[config.mk]
export PLATFORM = sky130hd
export DESIGN_NAME = ram_bus_arbiter
export DESIGN_NICKNAME = d
export VERILOG_FILES = /design/src/rtl/romulator_pkg.sv /design/src/rtl/vram_window_decode.sv /design/src/rtl/ram_bus_arbiter.sv
export SDC_FILE = /design/constraint.sdc
export NUM_CORES = 1
export LEC_CHECK = 0
export ABC_AREA = 1
export CELL_PAD_IN_SITES_DETAIL_PLACEMENT = 1
export CELL_PAD_IN_SITES_GLOBAL_PLACEMENT = 1
export CORE_MARGIN = 2
export CORE_UTILIZATION = 24
export CTS_CLUSTER_SIZE = 16
export DETAILED_ROUTE_END_ITERATION = 7
export GPL_ROUTABILITY_DRIVEN = 1
export GPL_TIMING_DRIVEN = 0
export PLACE_DENSITY = 0.91
export SKIP_LAST_GASP = 1
export SLEW_MARGIN = 20
export SYNTH_ARGS = -nofsm -noshare
export SYNTH_HDL_FRONTEND = slang
export SYNTH_SLANG_ARGS = --single-unit
[constraint.sdc]
create_clock -name clk_i -period 5.06 [get_ports clk_i]
set_clock_uncertainty 0.05 [all_clocks]
set_input_delay 0.759 -clock clk_i [delete_from_list [all_inputs] [get_ports clk_i]]
set_output_delay 0.759 -clock clk_i [all_outputs]
set_load 0.005 [all_outputs]
[src/rtl/romulator_pkg.sv]
// Shared definitions for the romulator SRAM arbitration path.
// Owner encoding, FSM state type and synchroniser depth.
// No logic; imported by ram_bus_arbiter and its bench.
package romulator_pkg;

    // Owner encoding as seen on the owner output
    localparam logic [1:0] OWN_LOAD      = 2'd0;
    localparam logic [1:0] OWN_CPU       = 2'd1;
    localparam logic [1:0] OWN_HALT_WAIT = 2'd2;
    localparam logic [1:0] OWN_DIAG      = 2'd3;

    // Flops in the phi2 / rwbar synchronisers
    localparam int SYNC_STAGES = 2;

    // State values equal the owner encoding so owner is the raw state register
    typedef enum logic [1:0] {
        ST_LOAD      = OWN_LOAD,
        ST_RUN       = OWN_CPU,
        ST_HALT_WAIT = OWN_HALT_WAIT,
        ST_DIAG      = OWN_DIAG
    } arb_state_e;

endpackage

[src/rtl/vram_window_decode.sv]
// Purpose : decode NUM_WIN [start,end) VRAM windows against an address, lowest index wins.
// Latency : purely combinational, zero cycles.
// Backpressure: none; evaluated every cycle.
// Ports   : addr_i (address under test), win_start_i/win_end_i (packed per-window bounds),
//           hit_o (any window hit), offset_o (addr - start of winning window, truncated; 0 on miss).
module vram_window_decode #(
    parameter int ADDR_W  = 16,
    parameter int NUM_WIN = 2,
    parameter int VRAM_AW = 11
) (
    input  logic [ADDR_W-1:0]         addr_i,
    input  logic [NUM_WIN*ADDR_W-1:0] win_start_i,
    input  logic [NUM_WIN*ADDR_W-1:0] win_end_i,
    output logic                      hit_o,
    output logic [VRAM_AW-1:0]        offset_o
);

    logic [NUM_WIN-1:0] win_hit;
    logic [VRAM_AW-1:0] sel_start_lo;

    // A window with start >= end can never satisfy both compares, so it is disabled for free.
    always_comb begin
        for (int i = 0; i < NUM_WIN; i++) begin
            win_hit[i] = (addr_i >= win_start_i[i*ADDR_W +: ADDR_W]) &&
                         (addr_i <  win_end_i[i*ADDR_W +: ADDR_W]);
        end
    end

    // Scan from the top down so the lowest hitting index is the last assignment.
    // Only the low VRAM_AW bits of the start are needed: the truncated difference
    // of the low bits equals the low bits of the full-width difference.
    always_comb begin
        sel_start_lo = '0;
        for (int i = NUM_WIN - 1; i >= 0; i--) begin
            if (win_hit[i]) begin
                sel_start_lo = win_start_i[i*ADDR_W +: VRAM_AW];
            end
        end
    end

    assign hit_o    = |win_hit;
    assign offset_o = hit_o ? (addr_i[VRAM_AW-1:0] - sel_start_lo) : '0;

endmodule

[src/rtl/ram_bus_arbiter.sv]
// Purpose : registered owner arbiter for the shared 64K SRAM (flash loader -> CPU -> diagnostics) plus VRAM window decode.
// Latency : request mux and window decode add zero cycles; owner changes on the clock edge after its trigger is sampled.
// Backpressure: CPU is stalled through rdy (low outside RUN); diagnostics wait for halt_ack before driving the bus.
//
// Ports   : clk_i/rst_i (async active-high reset); load_done_i; fl_*, cpu_*, dg_* RAM requests;
//           phi2_i/rwbar_i raw async CPU timing; dg_halt_req_i; win_start_i/win_end_i window bounds;
//           ram_* muxed SRAM request; owner_o, rdy_o, halt_ack_o, data_oe_o; vram_we_o/vram_addr_o.
// Option  : WRITE_PROTECT_EN adds wp_start_i/wp_end_i and sticky wp_hit_o; CPU writes into
//           [wp_start, wp_end) are dropped. wp_end_i == 0 means "up to the top of the address space".
module ram_bus_arbiter
    import romulator_pkg::*;
#(
    parameter int ADDR_W     = 16,
    parameter int DATA_W     = 8,
    parameter int NUM_WIN    = 2,
    parameter int VRAM_AW    = 11,
    parameter int SETTLE_CYC = 4
) (
    input  logic                      clk_i,
    input  logic                      rst_i,
    input  logic                      load_done_i,
    input  logic [ADDR_W-1:0]         fl_addr_i,
    input  logic [DATA_W-1:0]         fl_din_i,
    input  logic                      fl_cs_i,
    input  logic                      fl_we_i,
    input  logic [ADDR_W-1:0]         cpu_addr_i,
    input  logic [DATA_W-1:0]         cpu_din_i,
    input  logic                      cpu_cs_i,
    input  logic                      cpu_we_i,
    input  logic                      phi2_i,
    input  logic                      rwbar_i,
    input  logic                      dg_halt_req_i,
    input  logic [ADDR_W-1:0]         dg_addr_i,
    input  logic [DATA_W-1:0]         dg_din_i,
    input  logic                      dg_cs_i,
    input  logic                      dg_we_i,
    input  logic [NUM_WIN*ADDR_W-1:0] win_start_i,
    input  logic [NUM_WIN*ADDR_W-1:0] win_end_i,
    output logic [ADDR_W-1:0]         ram_addr_o,
    output logic [DATA_W-1:0]         ram_din_o,
    output logic                      ram_cs_o,
    output logic                      ram_we_o,
    output logic [1:0]                owner_o,
    output logic                      rdy_o,
    output logic                      halt_ack_o,
    output logic                      data_oe_o,
    output logic                      vram_we_o,
    output logic [VRAM_AW-1:0]        vram_addr_o
`ifdef WRITE_PROTECT_EN
    ,
    input  logic [ADDR_W-1:0]         wp_start_i,
    input  logic [ADDR_W-1:0]         wp_end_i,
    output logic                      wp_hit_o
`endif
);

    localparam logic [3:0] SETTLE_LD = 4'(SETTLE_CYC);

    arb_state_e             state_q, state_d;
    logic [3:0]             cnt_q, cnt_d;
    logic                   load_done_q;
    logic [SYNC_STAGES-1:0] phi2_sync_q;
    logic [SYNC_STAGES-1:0] rwbar_sync_q;
    logic                   phi2_prev_q;
    logic                   phi2_fall;
    logic                   cpu_sel;
    logic                   mux_we;
    logic                   wp_block;
    logic                   win_hit;
    logic [VRAM_AW-1:0]     win_offset;

    // ------------------------------------------------------------------
    // State, counter, sticky load latch and synchronisers
    // ------------------------------------------------------------------
    always_ff @(posedge clk_i or posedge rst_i) begin
        if (rst_i) begin
            state_q      <= ST_LOAD;
            cnt_q        <= '0;
            load_done_q  <= 1'b0;
            phi2_sync_q  <= '0;
            rwbar_sync_q <= '0;
            phi2_prev_q  <= 1'b0;
        end else begin
            state_q      <= state_d;
            cnt_q        <= cnt_d;
            load_done_q  <= load_done_q | load_done_i;
            phi2_sync_q  <= {phi2_sync_q[SYNC_STAGES-2:0], phi2_i};
            rwbar_sync_q <= {rwbar_sync_q[SYNC_STAGES-2:0], rwbar_i};
            phi2_prev_q  <= phi2_sync_q[SYNC_STAGES-1];
        end
    end

    assign phi2_fall = phi2_prev_q & ~phi2_sync_q[SYNC_STAGES-1];

    // ------------------------------------------------------------------
    // Next-state logic. cnt_q == 0 in HALT_WAIT means "waiting for phi2 to fall";
    // a non-zero value is the remaining settle time. The grant is taken on the edge
    // where the count would reach zero, so DIAG starts SETTLE_CYC edges after the load.
    // ------------------------------------------------------------------
    always_comb begin
        state_d = state_q;
        cnt_d   = cnt_q;
        case (state_q)
            ST_LOAD: begin
                if (load_done_i || load_done_q) begin
                    state_d = ST_RUN;
                end
            end
            ST_RUN: begin
                if (dg_halt_req_i) begin
                    state_d = ST_HALT_WAIT;
                end
            end
            ST_HALT_WAIT: begin
                if (!dg_halt_req_i) begin
                    // Withdrawal beats a pending grant
                    state_d = ST_RUN;
                    cnt_d   = '0;
                end else if (cnt_q == '0) begin
                    if (phi2_fall) begin
                        cnt_d = SETTLE_LD;
                    end
                end else if (cnt_q == 4'd1) begin
                    state_d = ST_DIAG;
                    cnt_d   = '0;
                end else begin
                    cnt_d = cnt_q - 4'd1;
                end
            end
            ST_DIAG: begin
                if (!dg_halt_req_i) begin
                    state_d = ST_RUN;
                end
            end
            default: begin
                state_d = ST_LOAD;
                cnt_d   = '0;
            end
        endcase
    end

    // ------------------------------------------------------------------
    // Request mux: CPU keeps the bus through HALT_WAIT so the current cycle completes.
    // ------------------------------------------------------------------
    assign cpu_sel = (state_q == ST_RUN) || (state_q == ST_HALT_WAIT);

    always_comb begin
        ram_addr_o = fl_addr_i;
        ram_din_o  = fl_din_i;
        ram_cs_o   = fl_cs_i;
        mux_we     = fl_we_i;
        if (cpu_sel) begin
            ram_addr_o = cpu_addr_i;
            ram_din_o  = cpu_din_i;
            ram_cs_o   = cpu_cs_i;
            mux_we     = cpu_we_i;
        end else if (state_q == ST_DIAG) begin
            ram_addr_o = dg_addr_i;
            ram_din_o  = dg_din_i;
            ram_cs_o   = dg_cs_i;
            mux_we     = dg_we_i;
        end
    end

`ifdef WRITE_PROTECT_EN
    logic wp_in_range;
    logic wp_hit_q;

    assign wp_in_range = (cpu_addr_i >= wp_start_i) &&
                         ((wp_end_i == '0) || (cpu_addr_i < wp_end_i));
    // Only CPU-owned writes are filtered; loader and diagnostics may patch ROM images.
    assign wp_block    = cpu_sel & cpu_cs_i & cpu_we_i & wp_in_range;

    always_ff @(posedge clk_i or posedge rst_i) begin
        if (rst_i) begin
            wp_hit_q <= 1'b0;
        end else if (wp_block) begin
            wp_hit_q <= 1'b1;
        end
    end

    assign wp_hit_o = wp_hit_q;
`else
    assign wp_block = 1'b0;
`endif

    assign ram_we_o = mux_we & ~wp_block;

    // ------------------------------------------------------------------
    // VRAM mirror: decoded in every state so loaded images reach VRAM too.
    // ------------------------------------------------------------------
    vram_window_decode #(
        .ADDR_W  (ADDR_W),
        .NUM_WIN (NUM_WIN),
        .VRAM_AW (VRAM_AW)
    ) u_win (
        .addr_i      (ram_addr_o),
        .win_start_i (win_start_i),
        .win_end_i   (win_end_i),
        .hit_o       (win_hit),
        .offset_o    (win_offset)
    );

    assign vram_we_o   = ram_we_o & win_hit;
    assign vram_addr_o = win_offset;

    // ------------------------------------------------------------------
    // Status outputs, all decoded from the registered state.
    // ------------------------------------------------------------------
    assign owner_o    = state_q;
    assign rdy_o      = (state_q == ST_RUN);
    assign halt_ack_o = (state_q == ST_DIAG);
    assign data_oe_o  = (state_q == ST_RUN) & rwbar_sync_q[SYNC_STAGES-1] & cpu_cs_i;

endmodule
# Word level (Yosys, flattened, before mapping)
# Index checks and enable logic that the tools add are counted.
# totals
wordCells,59
output_inout_bits,43
regBits,12
# op_classes
reduce_logical,9
bitwise_logic,6
order_cmp,4
eq_ne,10
mux,22
addsub,2
# ops
op,count
$mux W11,3
$ge A16 B16 Y1,2
$lt A16 B16 Y1,2
$mux W16,2
$mux W4,4
$mux W8,2
$mux W2,6
$sub A11 B11 Y11,1
$ne A3 B3 Y1 const B,3
$pmux W2 S4,1
$ne A2 B2 Y1 const B,3
$reduce_and A5 Y1,1
$and A1 B1 Y1,4
$eq A2 B2 Y1 const B,2
$eq A4 B1 Y1 const B,1
$logic_not A4 Y1,1
$mux W1,4
$sub A4 B1 Y4 const B,1
$eq A2 B1 Y1 const B,1
$logic_and A1 B1 Y1,2
$logic_not A2 Y1,1
$logic_or A1 B1 Y1,2
$reduce_and A2 Y1,1
$reduce_or A2 Y1,1
other kinds (2),2

# Logic depth before layout (Yosys ltp)
# depth
word_depth,9
ltp_mapped,34

# By module
# A second synthesis with hierarchy kept.
# hier_totals
cells_unflattened,599
hier_area_um2,3664.8
# by_module_without_submodules
module,n_inst,seq_area_each_um2,cells_each,area_per_inst_um2
vram_window_decode,1,0.0,391,2371.0
ram_bus_arbiter,1,300.3,208,1293.7

# Worst setup path after synthesis
# No wires, ideal clock.
# synth_path
kind,flip-flop to output port
startpoint,register state_q[0] (netlist: owner_o[0])
endpoint,output vram_addr_o[8]
arrival_time_ns,4.943
required_ns,4.251
stages_incl_launch_ff,34
path_buffers,3
path_slack_ns,-0.692
path_cell_list,dfrtp_1 inv_1 ha_1 buf_4 inv_4 clkbuf_1 o21ai_0 o21ai_0 ha_1 a21oi_1 o21ai_0 nand2_1 o211ai_1 nand2_1 nand3_1 nand3_2 buf_2 nor2_1 a21oi_1 ha_1 inv_1 fa_1 nand2_1 inv_2 o21ai_2 nand2_1 nand2_1 nand2_1 nand2_1 a21oi_1 or2_1 a21oi_1 o21ai_1 a21oi_1
# synth_via
elab_chain_len,9
elab_cells_between_ends,17
classes_between,add/sub: 1; order compare: 4; eq/ne: 3; mux: 5; reduce/logical: 4
# synth_lines
item,line,rtl
"start, declared",ram_bus_arbiter.sv:59,"arb_state_e state_q, state_d;"
"start signal, assigned",ram_bus_arbiter.sv:84,state_q <= state_d;
$eq A2 B2 Y1 (tied with other cells),ram_bus_arbiter.sv:157,end else if (state_q == ST_DIAG) begin
$mux W16 or $logic_or A1 B1 Y1 (tied branches),"ram_bus_arbiter.sv:157, ram_bus_arbiter.sv:145",
$mux W16 *,ram_bus_arbiter.sv:152,if (cpu_sel) begin
named net ram_addr_o[1],ram_bus_arbiter.sv:39,"output logic [ADDR_W-1:0] ram_addr_o,"
$ge A16 B16 Y1 or $lt A16 B16 Y1 (tied branches),"vram_window_decode.sv:24, vram_window_decode.sv:25",
$logic_and A1 B1 Y1,vram_window_decode.sv:24,win_hit[i] = (addr_i >= win_start_i[i*ADDR_W +: ADDR_W]) &&
$mux W11 (2 in a row),vram_window_decode.sv:35,if (win_hit[i]) begin
$sub A11 B11 Y11,vram_window_decode.sv:42,assign offset_o = hit_o ? (addr_i[VRAM_AW-1:0] - sel_start_lo) : '0;
$mux W11 *,vram_window_decode.sv:42,
"end, declared",ram_bus_arbiter.sv:48,output logic [VRAM_AW-1:0] vram_addr_o
# Mark *: on every way through the listed nets, which the timed path passes. The rest lies on a longest branch.

# Worst setup path in the final report
# layout_path
startpoint,register state_q[1] (netlist: owner_o[1])
endpoint,output vram_addr_o[8]
# layout_via
elab_chain_len,9
elab_cells_between_ends,17
classes_between,add/sub: 1; order compare: 4; eq/ne: 3; mux: 5; reduce/logical: 4
# layout_lines
item,line
$eq A2 B2 Y1 (tied with other cells),ram_bus_arbiter.sv:157
$mux W16 or $logic_or A1 B1 Y1 (tied branches),"ram_bus_arbiter.sv:157, ram_bus_arbiter.sv:145"
$mux W16 *,ram_bus_arbiter.sv:152
$ge A16 B16 Y1 or $lt A16 B16 Y1 (tied branches),"vram_window_decode.sv:24, vram_window_decode.sv:25"
$logic_and A1 B1 Y1,vram_window_decode.sv:24
$mux W11 (2 in a row),vram_window_decode.sv:35
$sub A11 B11 Y11,vram_window_decode.sv:42
$mux W11 *,vram_window_decode.sv:42
# Mark *: on every way between the ends. The rest lies on a longest branch, timed or not.

==> impl_metrics.ini <==
[outcome]
status = finished with violations
violations = negative setup slack

[routing]
drt_pre_antenna_iters = 4
ant_nets = 0
wl_met1_microns = 7620
met3_length_microns = 1010
drt-initial-drc-count = 163
routedWlPerCell_microns = 21.0
drc = 0
vias = 5331
top_layer_used = met4
wl_met2_microns = 11700
vias_per_cell = 5.16
routed_wl_microns = 21700

[floorplanning]
die-area_sq_um = 15500
io_pins = 191
num_rows = 44
start_util_pct = 24.2
die_x_microns = 124
core_area_sq_um = 14400
die_y_microns = 124

[timing]
fin_crit_sh_pct = 116
timing.hold.ws_ps = 301
finalCriticalPeriod_ps = 5860
fmax_mhz = 171
worst_pin_slew_ps = 581
setup_viol = 8
rsz0062_at_grt = yes
timing.final.ws_setup_ps = -804
hold_viol = 0
slew_violations = 0
maxSlewHeadroom_pct = 61.2

[cells_and_area]
layout_common_cells = clkdlybuf4s50_1, inv_1, buf_4
layout.nets = 1079
syn2layout_area_growth_pct = 118
drive_gt1_share_pct = 33.7
final_common_cell = clkdlybuf4s50_1
stdcell_count = 1034
utilization_pct = 52.9

[synth]
synth-edff-count = 0
ys_types = 42
syn_area_per_cell_sq_um = 6.23
synth_cells = 559
yosys_warnings = 0
ys_async_sr_fraction_pct = 100
synth_nets = 788
synth_area_sq_um = 3480
synthFlopType = dfrtp_1
yosysSeqAreaShare_pct = 8.63
ys_ff_latch = 12

[setup_path]
required_ps = 4250
arrival_ps = 5060
crit_slowest_cell = dfrtp_2
path_buf_inv = 9
critPathMaxFanout = 5
start_kind = flip-flop
max_stage_delay_ps = 460
crit_top_cell = nand2_2
path_class = flip-flop to output port
crit_path_end_kind = output port
cp_top_family = compound AO/OA/AOI/OAI gates

[cts]
clock_sinks = 12
cts_tree = built
root_buffer = clkbuf_16
cts_buffer_depth = 2
clock_latency_ps = 250
path_clk_slew_ps = 50
numCtsBuffers = 3
cts_max_level = 1

[placement]
dpl.hpwl_microns = 13200
io_buffers = 190
dp_cells = 933
gp_congestion = 0.832

[job]
timing.max_cap.violations = 0

[grt]
grt_max_degree = 13
grtUsageTotal_pct = 24.2
antenna_found_initial = 1
grt_pass1_wl_microns = 29800
grt-ovfl-total = 0
grt_pass1_vias = 5880

[worst_hold_path]
min_path_type = flip-flop to flip-flop
==> flip-flops by register name (all words and copies together) (netlist names) <==
register / cells
cnt_q: 4
owner_o: 2
phi2_sync_q: 2
rwbar_sync_q: 2
load_done_q: 1
phi2_prev_q: 1
==> synth_stat cells, drive strengths merged (3+ instances only) <==
cell type,number,area [sq um]
clkbuf,8,30.0
buf,4,28.8
nor3,10,70.1
dfrtp,12,300
ha,80,1000
a21oi,61,305
o21ai,69,349
nor2,47,176
nand3,19,130
nand4,7,43.8
inv,111,427
or2,3,18.8
nand2,107,422
==> cells by family after synthesis <==
family | after synthesis | synth area share, %
DFF | 12 | 8.63
buffers and inverters | 123 | 13.9
xor gates and xnor gates | 3 | 0.755
and+or+nand+nor | 195 | 25.1
AOI/OAI and AO/OA | 145 | 22.3
adders and majority gates | 81 | 29.3
==> metrics by stage <==
| stage | area [sq um] | setup WS [ps] | TNS (ps) |
|---|---|---|---|
| after floorplan | 3620 | -42.6 | -42.6 |
| final | 7600 | -804 | -4110 |
| after global placement | 5750 | -1390 | -8880 |
| after global routing | 7600 | -952 | -5340 |
| after detailed placement | 5750 | -1540 | -10510 |
| after CTS | 6930 | -592 | -2240 |
==> metal layers <==
metal | vias up | GRT usage (%)
li1 | 2436 | -
met1 | 2532 | 24.0
met2 | 260 | 47.5
met3 | 103 | 3.74
met4 | 0 | 13.2
met5 | - | 0
==> final timing paths <==
path | startpoint | slack, ps | to | cells after the start
worst max-delay path | owner_o[1] | -800 | vram_addr_o[8] | 30
worst max register to register | cnt_q[0] | 3060 | cnt_q[3] | 8
min in group asynchronous | rst_i | 800 | phi2_sync_q[1] | 2
worst min register to register | rwbar_sync_q[0] | 300 | rwbar_sync_q[1] | 0
worst min-delay path | rwbar_sync_q[0] | 300 | rwbar_sync_q[1] | 0
max in group asynchronous | rst_i | 3760 | owner_o[0] | 2
==> what timing repair did <==
item                       4_1_cts  5_1_grt
gates cloned                     3        2
resized for setup              154       94
hold endpoints to repair         0        0
pin swaps                       68       56
setup buffers                   68       29
hold buffers                     0        0
setup endpoints to repair       12       11
==> layout make-up <==
type,instances,area [sq um]
fillers,1695,6770
multi-input cells,425,3660
repair buffers,286,2690
inverters,111,444
flip-flops and latches,12,303
well taps,184,230
plain buffers,11,179
clock buffers,4,88.8
diodes,1,2.50
Power is not shown: default switching activity piles up to over one toggle a cycle in this logic, so the estimate is an artifact.
